--- src/rtl/gmii_tx_arbiter.sv ---
// Two-source GMII transmit arbiter: round-robin grant, preamble/SFD insertion,
// byte streaming with inter-frame gap, length limit and underrun abort.
module gmii_tx_arbiter #(
    parameter int PREAMBLE_LEN = 7,
    parameter int IFG_CYCLES   = 12,
    parameter int MAX_BYTES    = 1522
) (
    input  logic        gmii_tx_clk,
    input  logic        rst_n,
    input  logic [1:0]  req,
    input  logic [1:0]  src_valid,
    input  logic [1:0]  src_last,
    input  logic [15:0] src_data,
    output logic [1:0]  gnt,
    output logic [1:0]  src_ready,
    output logic [7:0]  gmii_tx_data,
    output logic        gmii_tx_en,
    output logic        busy,
    output logic        frame_done,
    output logic        err_underrun,
    output logic        err_oversize
);

    typedef enum logic [2:0] {IDLE, PRE, SFD, DATA, IFG} state_t;

    localparam int CW = 11;
    localparam logic [CW-1:0] PRE_LAST = CW'(PREAMBLE_LEN - 1);
    localparam logic [CW-1:0] IFG_LAST = CW'(IFG_CYCLES - 2);
    localparam logic [CW-1:0] MAX_LAST = CW'(MAX_BYTES - 1);

    state_t        state_q, state_d;
    logic [CW-1:0] cnt_q, cnt_d;
    logic          sel_q, sel_d;
    logic          ptr_q, ptr_d;
    logic [1:0]    gnt_q, gnt_d;
    logic [1:0]    rdy_q, rdy_d;
    logic [7:0]    data_q, data_d;
    logic          en_q, en_d;
    logic          done_q, done_d;
    logic          und_q, und_d;
    logic          ovs_q, ovs_d;

    logic [7:0]    cur_byte;
    logic          cur_valid;
    logic          cur_last;
    logic          pick;

    assign cur_byte  = sel_q ? src_data[15:8] : src_data[7:0];
    assign cur_valid = src_valid[sel_q];
    assign cur_last  = src_last[sel_q];
    // With both requesting, serve whichever source did not go last.
    assign pick      = (req == 2'b11) ? ~ptr_q : req[1];

    always_comb begin
        state_d = state_q;
        cnt_d   = cnt_q;
        sel_d   = sel_q;
        ptr_d   = ptr_q;
        gnt_d   = gnt_q;
        rdy_d   = rdy_q;
        data_d  = 8'h00;
        en_d    = 1'b0;
        done_d  = 1'b0;
        und_d   = 1'b0;
        ovs_d   = 1'b0;
        case (state_q)
            IDLE: begin
                if (req != 2'b00) begin
                    state_d = PRE;
                    cnt_d   = '0;
                    sel_d   = pick;
                    ptr_d   = pick;
                    gnt_d   = pick ? 2'b10 : 2'b01;
                end
            end
            PRE: begin
                en_d   = 1'b1;
                data_d = 8'h55;
                cnt_d  = cnt_q + 1'b1;
                if (cnt_q == PRE_LAST) begin
                    state_d = SFD;
                end
            end
            SFD: begin
                en_d    = 1'b1;
                data_d  = 8'hD5;
                rdy_d   = gnt_q;
                cnt_d   = '0;
                state_d = DATA;
            end
            DATA: begin
                if (cur_valid) begin
                    en_d   = 1'b1;
                    data_d = cur_byte;
                    cnt_d  = cnt_q + 1'b1;
                    if (cur_last || (cnt_q == MAX_LAST)) begin
                        state_d = IFG;
                        cnt_d   = '0;
                        gnt_d   = 2'b00;
                        rdy_d   = 2'b00;
                        done_d  = 1'b1;
                        ovs_d   = ~cur_last;
                    end
                end else begin
                    // Underrun: the gap already begins this cycle, so start one count ahead.
                    state_d = IFG;
                    cnt_d   = CW'(1);
                    gnt_d   = 2'b00;
                    rdy_d   = 2'b00;
                    und_d   = 1'b1;
                end
            end
            IFG: begin
                cnt_d = cnt_q + 1'b1;
                if (cnt_q >= IFG_LAST) begin
                    state_d = IDLE;
                    cnt_d   = '0;
                end
            end
            default: state_d = IDLE;
        endcase
    end

    always_ff @(posedge gmii_tx_clk) begin
        if (!rst_n) begin
            state_q <= IDLE;
            cnt_q   <= '0;
            sel_q   <= 1'b0;
            ptr_q   <= 1'b1;
            gnt_q   <= 2'b00;
            rdy_q   <= 2'b00;
            data_q  <= 8'h00;
            en_q    <= 1'b0;
            done_q  <= 1'b0;
            und_q   <= 1'b0;
            ovs_q   <= 1'b0;
        end else begin
            state_q <= state_d;
            cnt_q   <= cnt_d;
            sel_q   <= sel_d;
            ptr_q   <= ptr_d;
            gnt_q   <= gnt_d;
            rdy_q   <= rdy_d;
            data_q  <= data_d;
            en_q    <= en_d;
            done_q  <= done_d;
            und_q   <= und_d;
            ovs_q   <= ovs_d;
        end
    end

    assign gnt          = gnt_q;
    assign src_ready    = rdy_q;
    assign gmii_tx_data = data_q;
    assign gmii_tx_en   = en_q;
    assign busy         = (state_q != IDLE);
    assign frame_done   = done_q;
    assign err_underrun = und_q;
    assign err_oversize = ovs_q;

endmodule

--- config.mk ---
export PLATFORM = sky130hd
export DESIGN_NAME = gmii_tx_arbiter
export DESIGN_NICKNAME = d
export VERILOG_FILES = /design/src/rtl/gmii_tx_arbiter.sv
export SDC_FILE = /design/constraint.sdc
export NUM_CORES = 1
export LEC_CHECK = 0
export BUFFER_PORTS_ARGS = -buffer_cell sky130_fd_sc_hd__clkbuf_2
export CELL_PAD_IN_SITES_DETAIL_PLACEMENT = 1
export CELL_PAD_IN_SITES_GLOBAL_PLACEMENT = 2
export CORE_ASPECT_RATIO = 0.6
export CORE_MARGIN = 10
export CORE_UTILIZATION = 33
export DETAILED_ROUTE_END_ITERATION = 12
export PLACE_DENSITY_LB_ADDON = 0.1
export RECOVER_POWER = 100
export SLEW_MARGIN = 25
export SYNTH_ARGS = -nofsm -noshare
export SYNTH_HDL_FRONTEND = slang
export SYNTH_SLANG_ARGS = --single-unit
export TNS_END_PERCENT = 100
--- constraint.sdc ---
create_clock -name gmii_tx_clk -period 5.1 [get_ports gmii_tx_clk]
set_input_delay 0.255 -clock gmii_tx_clk [delete_from_list [all_inputs] [get_ports gmii_tx_clk]]
set_output_delay 0.255 -clock gmii_tx_clk [all_outputs]
set_load 0.05 [all_outputs]
Yosys cells after proc, flatten, opt, wreduce, memory -nomap -nowiden. Index checks and enable logic that the tools add are counted.

Register bits after elaboration: 32. Input bits: 24. Output and inout bits: 17. Logic and storage cells: 72.

Add/sub/neg operators: 1. $lt $le $gt $ge: 2. Eq/ne operators: 11. Multiplexer cells: 29. Bitwise gates (word level): 2. Reduce and logical (&&, ||, !) cells: 16.

Operator list (number): $pmux 11 s5 (1); $mux 11 (4); $pmux 8 s3 (1); $mux 8 (2); $mux 3 (5); $pmux 3 s5 (1); $add 11x1->11 const B (1); $eq 11x11->1 const B (1); $eq 11x3->1 const B (1); $ge 11x4->1 const B (1); $mux 1 (8); $mux 2 (4); $pmux 2 s2 (2); $reduce_and 2->1 (4); $reduce_and 4->1 (2); $eq 3x2->1 const B (2); $ne 2x2->1 const B (3); $reduce_and 3->1 (2); $reduce_bool 2->1 (3); $reduce_bool 5->1 (1); $eq 3x1->1 const B (1); $eq 3x3->1 const B (1); $logic_not 3->1 (1); $ne 3x3->1 const B (1); other kinds (7) (8).

Logic depth before layout (Yosys ltp). Gate-level depths: netlist (run 1).

Depth in word-level cells: 6. Mapped depth: 7. Gate-level depth less buffers: 7.

Worst setup path after synthesis (run 1). No wires, ideal clock.

Kind: reg2reg. From: register cnt_q[0]. To: register cnt_q[3]. Library setup time: 0.103 ns. Data arrival time: 1.674 ns. Required time: 4.997 ns. Path slack: 3.322 ns. Stages on the path, launching flop included: 8. Buffers on the path: 0. Clock period less this slack: 1.778 ns. Cell sequence: dfxtp_1 > inv_1 > ha_1 > o31ai_1 > nand4b_1 > a21oi_4 > a211oi_2 > a2111oi_2.

Word-level cells in the longest chain between the ends: 5. Elaborated cells on any way between the ends: 8. Those cells by class: add/sub: 1; order compare: 1; eq/ne: 1; mux: 4; reduce/logical: 1.

RTL lines: from (decl) (RTL line 32) `logic [CW-1:0] cnt_q, cnt_d;`; from (signal assigned) (RTL line 139) `cnt_q <= cnt_d;`; parallel branches: the longest is 4 deep, another holds $add 11x1->11; $pmux 11 s5 * (RTL line 66) `case (state_q)`.

Mark *: on every way between the ends. A chain may end at the register's enable or synchronous reset.

Worst setup path after layout (run 1).
From: register sel_q. To: register cnt_q[3].

Word-level cells in the longest chain between the ends: 6. Elaborated cells on any way between the ends: 8. Those cells by class: mux: 7; reduce/logical: 1.

RTL lines: from (decl) (RTL line 33) `logic sel_q, sel_d;`; from (signal assigned) (RTL line 140) `sel_q <= sel_d;`; $mux 1 (implied by the code) (2 in a row) (RTL line 50) `assign cur_last = src_last[sel_q];`; $logic_or 1x1->1 (RTL line 96) `if (cur_last || (cnt_q == MAX_LAST)) begin`; $mux 11 (RTL line 96); $mux 11 * (RTL line 92) `if (cur_valid) begin`; $pmux 11 s5 * (RTL line 66).

Mark *: on every way between the ends. The rest lies on a longest branch, timed or not. The select of a mux whose other input is x is not followed.

==> flow_metrics.py, run 1 <==
metrics = {
    "timing": {
        "fin_skew_ns": 0.00635,
        "rsz0062_at_grt": "false",
        "worst_slew_pin_slew_ns": 1.13,
        "hold_violations": 0,
        "timing.fmax_ghz": 0.349,
        "hold_ws_ns": 0.196,
        "period_needed_ns": 2.87,
        "setup_tns_ns": 0,
        "drv_slew": 0,
        "setup_violations": 0,
        "maxSlewHeadroom_pct": 24.4,
        "post-route-period-util_pct": 56.3,
    },
    "routing": {
        "firstDrtPassIters": 4,
        "wl_per_cell_um": 17.7,
        "first_iter_violations": 58,
        "wl_um": 5030,
        "drc_errors": 0,
        "vias": 1479,
        "vias_per_cell": 5.19,
        "antenna_left": 0,
    },
    "global_routing": {
        "antenna_found_initial": 0,
        "grt_overflow": 0,
        "use_met3_pct": 4.44,
        "grt_busiest_layer": "met2",
        "grt_pass1_vias": 1591,
        "grt_usage_pct": 12.2,
        "met1_usage_pct": 15.9,
        "grt_max_degree": 18,
        "grt_pass1_wl_um": 8160,
        "use_met2_pct": 17.9,
    },
    "setup_path": {
        "crit_chain": "mux2i_1 -> o41ai_1 -> nor3_1 -> a211oi_2 -> a2111oi_0",
        "crit_fanout": 12,
        "start_kind": "flop",
        "critPathKind": "reg -> reg",
        "crit_path_end_kind": "flop",
        "arrival_ns": 3.00,
        "slowest_delay_ns": 0.89,
        "path_delay_family": "simple AND/OR/NAND/NOR gates",
        "required_ns": 5.23,
        "slowest_stage": "nor3_1",
        "path_buf_inv": 0,
    },
    "layout": {
        "final_common_cell": "dfxtp_1",
        "drive_gt1_share_pct": 16.7,
        "final_cell_mix": "dfxtp_1, clkbuf_2, clkbuf_1",
        "syn_to_final_growth_pct": 15.6,
        "n_antenna_cell": 0,
        "final_net_count": 248,
    },
    "pwr": {
        "irDropWorstVdd_uv": 116,
        "p_per_area_nw_per_um2": 381,
        "cellLeakagePower_nw": 0.742,
    },
    "clocking": {
        "cts_num_sinks": 32,
        "h-tree-depth": 2,
        "postCtsSetupBuffers": 0,
        "ctsResizeCount": 0,
        "root_buffer": "clkbuf_8",
        "clock_path_buffers": 2,
        "cts_hold_buf": 0,
        "clkTransAtPathRegs_ns": 0.07,
        "numCtsBuffers": 5,
        "clk_latency_ns": 0.29,
        "cts_tree": "yes",
    },
    "yosys": {
        "syn_inst": 184,
        "seq_area_frac_synth_pct": 38.4,
        "async_flop_share_pct": 0,
        "yosys.area.top_type": "dfxtp_1",
        "yosysTopAreaCellShare_pct": 38.4,
        "synth-seq-cells": 32,
        "syn_avg_cell_area_um2": 9.06,
        "yosys_warnings": 0,
        "ys.flop_type": "dfxtp_1",
        "synth.area.top_cells": "dfxtp_1, mux2i_1, o21ai_0",
        "synthesis.area_um2": 1670,
        "synth_cell_types": 48,
        "synth_edf_count": 0,
        "syn_nets": 211,
    },
    "die": {
        "pin_count": 41,
        "initial_utilization_pct": 35.2,
        "core_region_area_um2": 4730,
        "dieHeight_um": 75.0,
        "fp.dieW_um": 112,
        "row_count": 19,
        "die_area_um2": 8390,
    },
    "placed_design": {
        "io_buffers": 40,
        "gp_congestion": 0.776,
        "dpl.hpwl_um": 3930,
    },
    "hold_path": {
        "hp-class": "in -> reg",
    },
    "run_status": {
        "status": "completed",
    },
    "run": {
        "cap_violations": 0,
    },
}
[worst paths after layout]
path,start,endpoint,slack [ns],cells past startpoint
max,sel_q$_SDFFE_PN0P_,cnt_q[3]$_SDFFE_PN0P_,2.23,5
min,src_data[1],gmii_tx_data[1]$_SDFF_PN0_,0.20,3
max reg2reg,sel_q$_SDFFE_PN0P_,cnt_q[3]$_SDFFE_PN0P_,2.23,5
min reg2reg,src_ready[1]$_SDFFE_PN0P_,src_ready[1]$_SDFFE_PN0P_,0.48,2
[per-stage QoR]
step           std cells  power [mW]  utilization [%]  setup slack (ns)  cell area, um2
2_1_floorplan        184       0.436                -              3.32            1670
3_3_place_gp         277       0.478             39.6              2.97            1870
3_5_place_dp         277       0.484             39.6              2.82            1870
4_1_cts              285       0.756             42.2              2.82            2000
5_1_grt              285       0.773             40.7              2.03            1930
6_report             285       0.735             40.7              2.23            1930
[cell families (layout without fill, tap and decap cells)]
family | Yosys count | in the layout | synth area share, %
adder cells (fa/ha/maj) | 3 | 3 | 2.25
flip-flops | 32 | 32 | 38.4
multiplexers | 11 | 11 | 6.68
AND/OR/NAND/NOR | 67 | 67 | 22.1
AO/OA/AOI/OAI | 48 | 48 | 21.7
XOR/XNOR | 5 | 5 | 2.63
buffers and inverters | 18 | 56 | 6.23
[state kept, by name, indices dropped and copies added (netlist names), 2 cells and up]
register / flops
gnt: 2
src_ready: 2
cnt_q: 11
state_q: 3
gmii_tx_data: 8
[worst reg2reg max path: stages (launching register included)]
cell       delay, ns
dfxtp_1         0.75
mux2i_1         0.33
o41ai_1         0.18
nor3_1          0.89
a211oi_2        0.05
a2111oi_0       0.52
[cells in the mapped netlist, types with 7 or more instances]
library cell and number:
dfxtp_1 32, nand2_1 15, inv_1 8, nor3_1 7, mux2i_1 10, a21oi_1 9
nor2_1 16, o21ai_0 14
[power by group]
part	internal (mW)	total [mW]	switching (mW)
registers	0.270	0.295	0.0252
logic	0.0511	0.170	0.119
clock network	0.172	0.270	0.0976
[routing by layer]
metal,share of wire (%),vias to the layer above,routed length [um]
li1,-,743,-
met1,50,688,2520
met2,41,39,2080
met3,6.7,9,336
met4,2.0,0,99
met5,0,-,0
[final cells by class]
class	count	area, um2
clock inverter	1	30.0
timing repair buffer	40	179
multi-input combinational	134	872
fill	578	2800
clock buffer	7	96.3
sequential	32	641
tap	63	78.8
inverter	8	30.0
(Power assumes the default switching activity.)
==> run 2, diff against run 1 <==
Settings changed: CORE_UTILIZATION 33 to 28.
Clock period 5.1 ns to 2.47 ns, I/O delays scaled along.
==> run 2 against run 1 <==
Net effect: clock-buffer cell count grew 1; critical path depth is 2 higher; final area grew 1.4%; critical path type unchanged; largest cell class unchanged.
==> flow_metrics.py, run 2 (synthesized netlist as in run 1, its figures left out) <==
metrics = {
    "run_status": {
        "status": "completed",
    },
    "layout": {
        "fillers": 698,
        "final_common_cell": "dfxtp_1",
        "stdcell_count": 304,
        "largest_reg_flops": 11,
        "largest-register": "cnt_q",
        "final_cell_area_um2": 1950,
        "n_antenna_cell": 0,
        "final_cell_mix": "dfxtp_1, clkbuf_2, clkbuf_1",
        "multi_input_area_um2": 903,
        "final_net_count": 250,
        "syn_to_final_growth_pct": 17.3,
        "regArea_um2": 641,
        "drive_gt1_share_pct": 18.8,
        "post-route-util_pct": 34.4,
    },
    "pwr": {
        "total_power_mw": 1.40,
        "irDropWorstVdd_uv": 244,
        "cellLeakagePower_nw": 0.740,
        "p_per_area_nw_per_um2": 715,
    },
    "placed_design": {
        "gp_congestion": 0.771,
        "io_buffers": 40,
        "postPlaceCellArea_um2": 1910,
        "dpl.hpwl_um": 4120,
        "dp_cells": 296,
        "place_ws_ns": 0.376,
    },
    "global_routing": {
        "grt_overflow": 0,
        "grt_pass1_vias": 1578,
        "antenna_found_initial": 0,
        "grt_max_degree": 18,
        "grt_pass1_wl_um": 8600,
        "grt_usage_pct": 11.2,
    },
    "timing": {
        "timing.fmax_ghz": 0.455,
        "setup_violations": 0,
        "hold_violations": 0,
        "maxSlewHeadroom_pct": 49.4,
        "worst_slack_ns": 0.274,
        "rsz0062_at_grt": "false",
        "hold_ws_ns": 0.0753,
        "period_needed_ns": 2.20,
        "fin_skew_ns": 0.00626,
        "setup_tns_ns": 0,
        "post-route-period-util_pct": 88.9,
        "worst_slew_pin_slew_ns": 0.751,
        "drv_slew": 0,
    },
    "run": {
        "cap_violations": 0,
    },
    "die": {
        "die_area_um2": 9540,
        "fp.dieW_um": 120,
        "pin_count": 41,
        "core_region_area_um2": 5680,
        "row_count": 21,
        "initial_utilization_pct": 29.4,
        "dieHeight_um": 79.8,
    },
    "setup_path": {
        "arrival_ns": 2.38,
        "crit_fanout": 9,
        "start_kind": "flop",
        "required_ns": 2.65,
        "rrSetupSlack_ns": 0.27,
        "crit_path_end_kind": "flop",
        "critPathKind": "reg -> reg",
    },
    "clocking": {
        "clkTransAtPathRegs_ns": 0.06,
        "root_buffer": "clkbuf_8",
        "postCtsSetupBuffers": 0,
        "clk_latency_ns": 0.29,
        "ctsResizeCount": 0,
        "clock_path_buffers": 2,
        "cts_hold_buf": 0,
        "cts_num_sinks": 32,
        "cts_tree": "yes",
        "numCtsBuffers": 5,
        "h-tree-depth": 2,
    },
    "routing": {
        "vias": 1466,
        "wl_per_cell_um": 17.3,
        "firstDrtPassIters": 4,
        "drc_errors": 0,
        "first_iter_violations": 90,
        "vias_per_cell": 4.82,
        "wl_um": 5250,
        "antenna_left": 0,
    },
    "hold_path": {
        "hp-class": "in -> reg",
    },
}
[run 2: worst max-delay path: stages, from the launching register on]
cell and delay, ns:
dfxtp_1 0.42, inv_1 0.11, ha_1 0.22, o31ai_1 0.29, nand4b_1 0.17, a21oi_2 0.44
a211oi_2 0.10, a2111oi_2 0.34
[run 2: path summary, 6_finish.rpt]
check,cells after the start,start,end
min,3,src_data[1],gmii_tx_data[1]$_SDFF_PN0_
min reg2reg,2,gnt[0]$_SDFFE_PN0P_,src_ready[0]$_SDFFE_PN0P_
max,7,cnt_q[0]$_SDFFE_PN0P_,cnt_q[3]$_SDFFE_PN0P_
max reg2reg,7,cnt_q[0]$_SDFFE_PN0P_,cnt_q[3]$_SDFFE_PN0P_
[run 2: area by class of cell]
type | count | area share [%]
Tap cell | 80 | 5.12
Clock buffer | 8 | 4.61
Inverter | 8 | 1.54
Timing Repair Buffer | 42 | 9.73
Multi-Input combinational cell | 134 | 46.2
Sequential cell | 32 | 32.8
[run 2: layer usage]
metal | track usage [%] | vias up | wire, um
met5 | 0 | - | 0
met4 | 4.32 | 0 | 80
met3 | 3.46 | 8 | 246
met2 | 14.7 | 37 | 1970
met1 | 16.2 | 667 | 2950
li1 | - | 754 | -
[run 2: power by group]
group          switching [mW]  internal, mW
sequential             0.0418         0.558
clock                   0.190         0.227
combinational           0.266         0.115
==> run 3, diff against run 2 <==
Settings changed: CORE_UTILIZATION 28 to 33.
Clock period 2.47 ns to 2.6 ns, I/O delays scaled along.
==> run 3 against run 2 <==
Net effect: cell count shrank 5.3%; sequential share of layout area fell by 0.17 points; die area decreased by 12%; clock power is 17% higher; final area up 0.51%; flip-flop and latch count unchanged; sequential power decreased by 5.0%; largest power group unchanged; hold slack better by 0.0027 ns; critical endpoint is now cnt_q[7]$_SDFFE_PN0P_; global-route usage is 1.6 points higher.
==> flow_metrics.py, run 3 (synthesized netlist as in run 1, its figures left out) <==
metrics = {
    "setup_path": {
        "slowest_delay_ns": 0.46,
        "required_ns": 2.83,
        "slowest_stage": "a21oi_2",
        "path_buf_inv": 1,
        "crit_path_end_kind": "flop",
        "crit_fanout": 9,
        "crit_chain": "inv_1 -> ha_1 -> o31ai_1 -> nand4b_1 -> a21oi_2 -> or2_0 -> a32o_1",
        "arrival_ns": 2.48,
        "critPathKind": "reg -> reg",
        "rrSetupSlack_ns": 0.35,
        "path_delay_family": "compound AO/OA/AOI/OAI gates",
        "start_kind": "flop",
    },
    "global_routing": {
        "grt_pass1_vias": 1623,
        "grt_max_degree": 18,
        "grt_overflow": 0,
        "grt_usage_pct": 12.8,
        "antenna_found_initial": 0,
        "grt_pass1_wl_um": 8770,
    },
    "pwr": {
        "power_switching_mw": 0.494,
        "p_int_mw": 0.920,
        "clockPowerShare_pct": 34.4,
        "power_frac_comb_pct": 25.4,
        "irDropWorstVdd_uv": 301,
        "swShare_pct": 35.0,
        "p_per_area_nw_per_um2": 720,
        "p_seq_share_pct": 40.2,
        "cellLeakagePower_nw": 0.762,
    },
    "layout": {
        "regArea_um2": 641,
        "largest_reg_flops": 11,
        "final_cell_mix": "dfxtp_1, clkbuf_2, clkbuf_1",
        "largest-register": "cnt_q",
        "final_common_cell": "dfxtp_1",
        "multi_input_area_um2": 906,
        "syn_to_final_growth_pct": 17.9,
        "n_antenna_cell": 0,
        "drive_gt1_share_pct": 19.6,
        "final_cell_area_um2": 1960,
        "fillers": 584,
        "final_net_count": 251,
    },
    "routing": {
        "firstDrtPassIters": 4,
        "wl_per_cell_um": 18.3,
        "antenna_left": 0,
        "wl_um": 5260,
        "drc_errors": 0,
        "vias": 1523,
        "first_iter_violations": 81,
        "vias_per_cell": 5.29,
    },
    "timing": {
        "period_needed_ns": 2.25,
        "drv_slew": 0,
        "fin_skew_ns": 0.00514,
        "timing.fmax_ghz": 0.445,
        "maxSlewHeadroom_pct": 45.5,
        "post-route-period-util_pct": 86.5,
        "hold_violations": 0,
        "rsz0062_at_grt": "false",
        "worst_slew_pin_slew_ns": 0.809,
        "setup_violations": 0,
        "setup_tns_ns": 0,
    },
    "run_status": {
        "status": "completed",
    },
    "clocking": {
        "numCtsBuffers": 5,
        "clock_path_buffers": 2,
        "cts_tree": "yes",
        "h-tree-depth": 2,
        "clkTransAtPathRegs_ns": 0.07,
        "postCtsSetupBuffers": 0,
        "clk_latency_ns": 0.28,
        "root_buffer": "clkbuf_8",
        "cts_hold_buf": 0,
        "cts_num_sinks": 32,
        "ctsResizeCount": 0,
    },
    "placed_design": {
        "postPlaceCellArea_um2": 1890,
        "dpl.hpwl_um": 4120,
        "io_buffers": 40,
        "gp_congestion": 0.842,
    },
    "die": {
        "pin_count": 41,
        "core_region_area_um2": 4730,
        "dieHeight_um": 75.0,
        "die_area_um2": 8390,
        "row_count": 19,
        "fp.dieW_um": 112,
        "initial_utilization_pct": 35.2,
    },
    "run": {
        "cap_violations": 0,
    },
    "hold_path": {
        "hp-class": "in -> reg",
    },
}
-- run 3: cell count changes in the layout (fill, tap and decap cells not counted) --
cell / before / now
clkbuf_1: 20 / 18
o41ai_4: 0 / 1
clkinvlp_4: 0 / 1
or2_0: 1 / 2
nor3_4: 1 / 0
bufinv_16: 0 / 1
buf_4: 1 / 2
nor3_2: 0 / 1
o41ai_2: 1 / 0
clkbuf_8: 6 / 5
clkinv_2: 0 / 1
or2_4: 1 / 0
-- run 3: layout make-up --
type	instances	area share (%)
Multi-Input combinational cell	134	46.1
Sequential cell	32	32.6
Timing Repair Buffer	43	10.1
Tap cell	63	4.01
Clock buffer	5	3.50
Clock inverter	3	2.17
Inverter	8	1.53
-- run 3: tightest hold or removal path, cell delays in order --
cell      delay (ns)
clkbuf_2        0.08
mux2i_1         0.05
nor2_1          0.07
-- run 3: through the flow --
stage / std cells / total power, mW / setup WS (ns) / hold slack [ns] / utilization (%)
5_1_grt: 288 / 1.50 / 0.143 / 0.0975 / 41.5
6_report: 288 / 1.41 / 0.352 / 0.0780 / 41.5
3_5_place_dp: 280 / 0.958 / 0.487 / 0.376 / 40.0
4_1_cts: 288 / 1.45 / 0.454 / 0.0721 / 42.4
3_3_place_gp: 280 / 0.944 / 0.561 / 0.364 / 40.0
2_1_floorplan: 184 / 0.856 / 0.822 / 0.274 / -
-- run 3: path summary, 6_finish.rpt --
| kind | from | endpoint | cells past startpoint |
|---|---|---|---|
| max reg2reg | cnt_q[0]$_SDFFE_PN0P_ | cnt_q[7]$_SDFFE_PN0P_ | 7 |
| max | cnt_q[0]$_SDFFE_PN0P_ | cnt_q[7]$_SDFFE_PN0P_ | 7 |
| min reg2reg | gnt[0]$_SDFFE_PN0P_ | gnt[0]$_SDFFE_PN0P_ | 2 |
| min | src_data[1] | gmii_tx_data[1]$_SDFF_PN0_ | 3 |
-- run 3: power groups by stage --
stage               logic, mW  clock network (mW)  registers [mW]
floorplan               0.212                   0           0.643
global placement        0.368                   0           0.576
detailed placement      0.376                   0           0.581
CTS                     0.378               0.499           0.570
global route            0.391               0.530           0.575
finish                  0.359               0.486           0.569
-- run 3: layer usage --
metal / up-vias / track usage [%] / part of all wire [%] / wire length (um)
met3: 4 / 4.13 / 7.1 / 371
met4: 0 / 2.55 / 0.59 / 31
met2: 45 / 18.3 / 41 / 2170
met1: 719 / 18.2 / 51 / 2690
li1: 755 / - / - / -
met5: - / 0 / 0 / 0
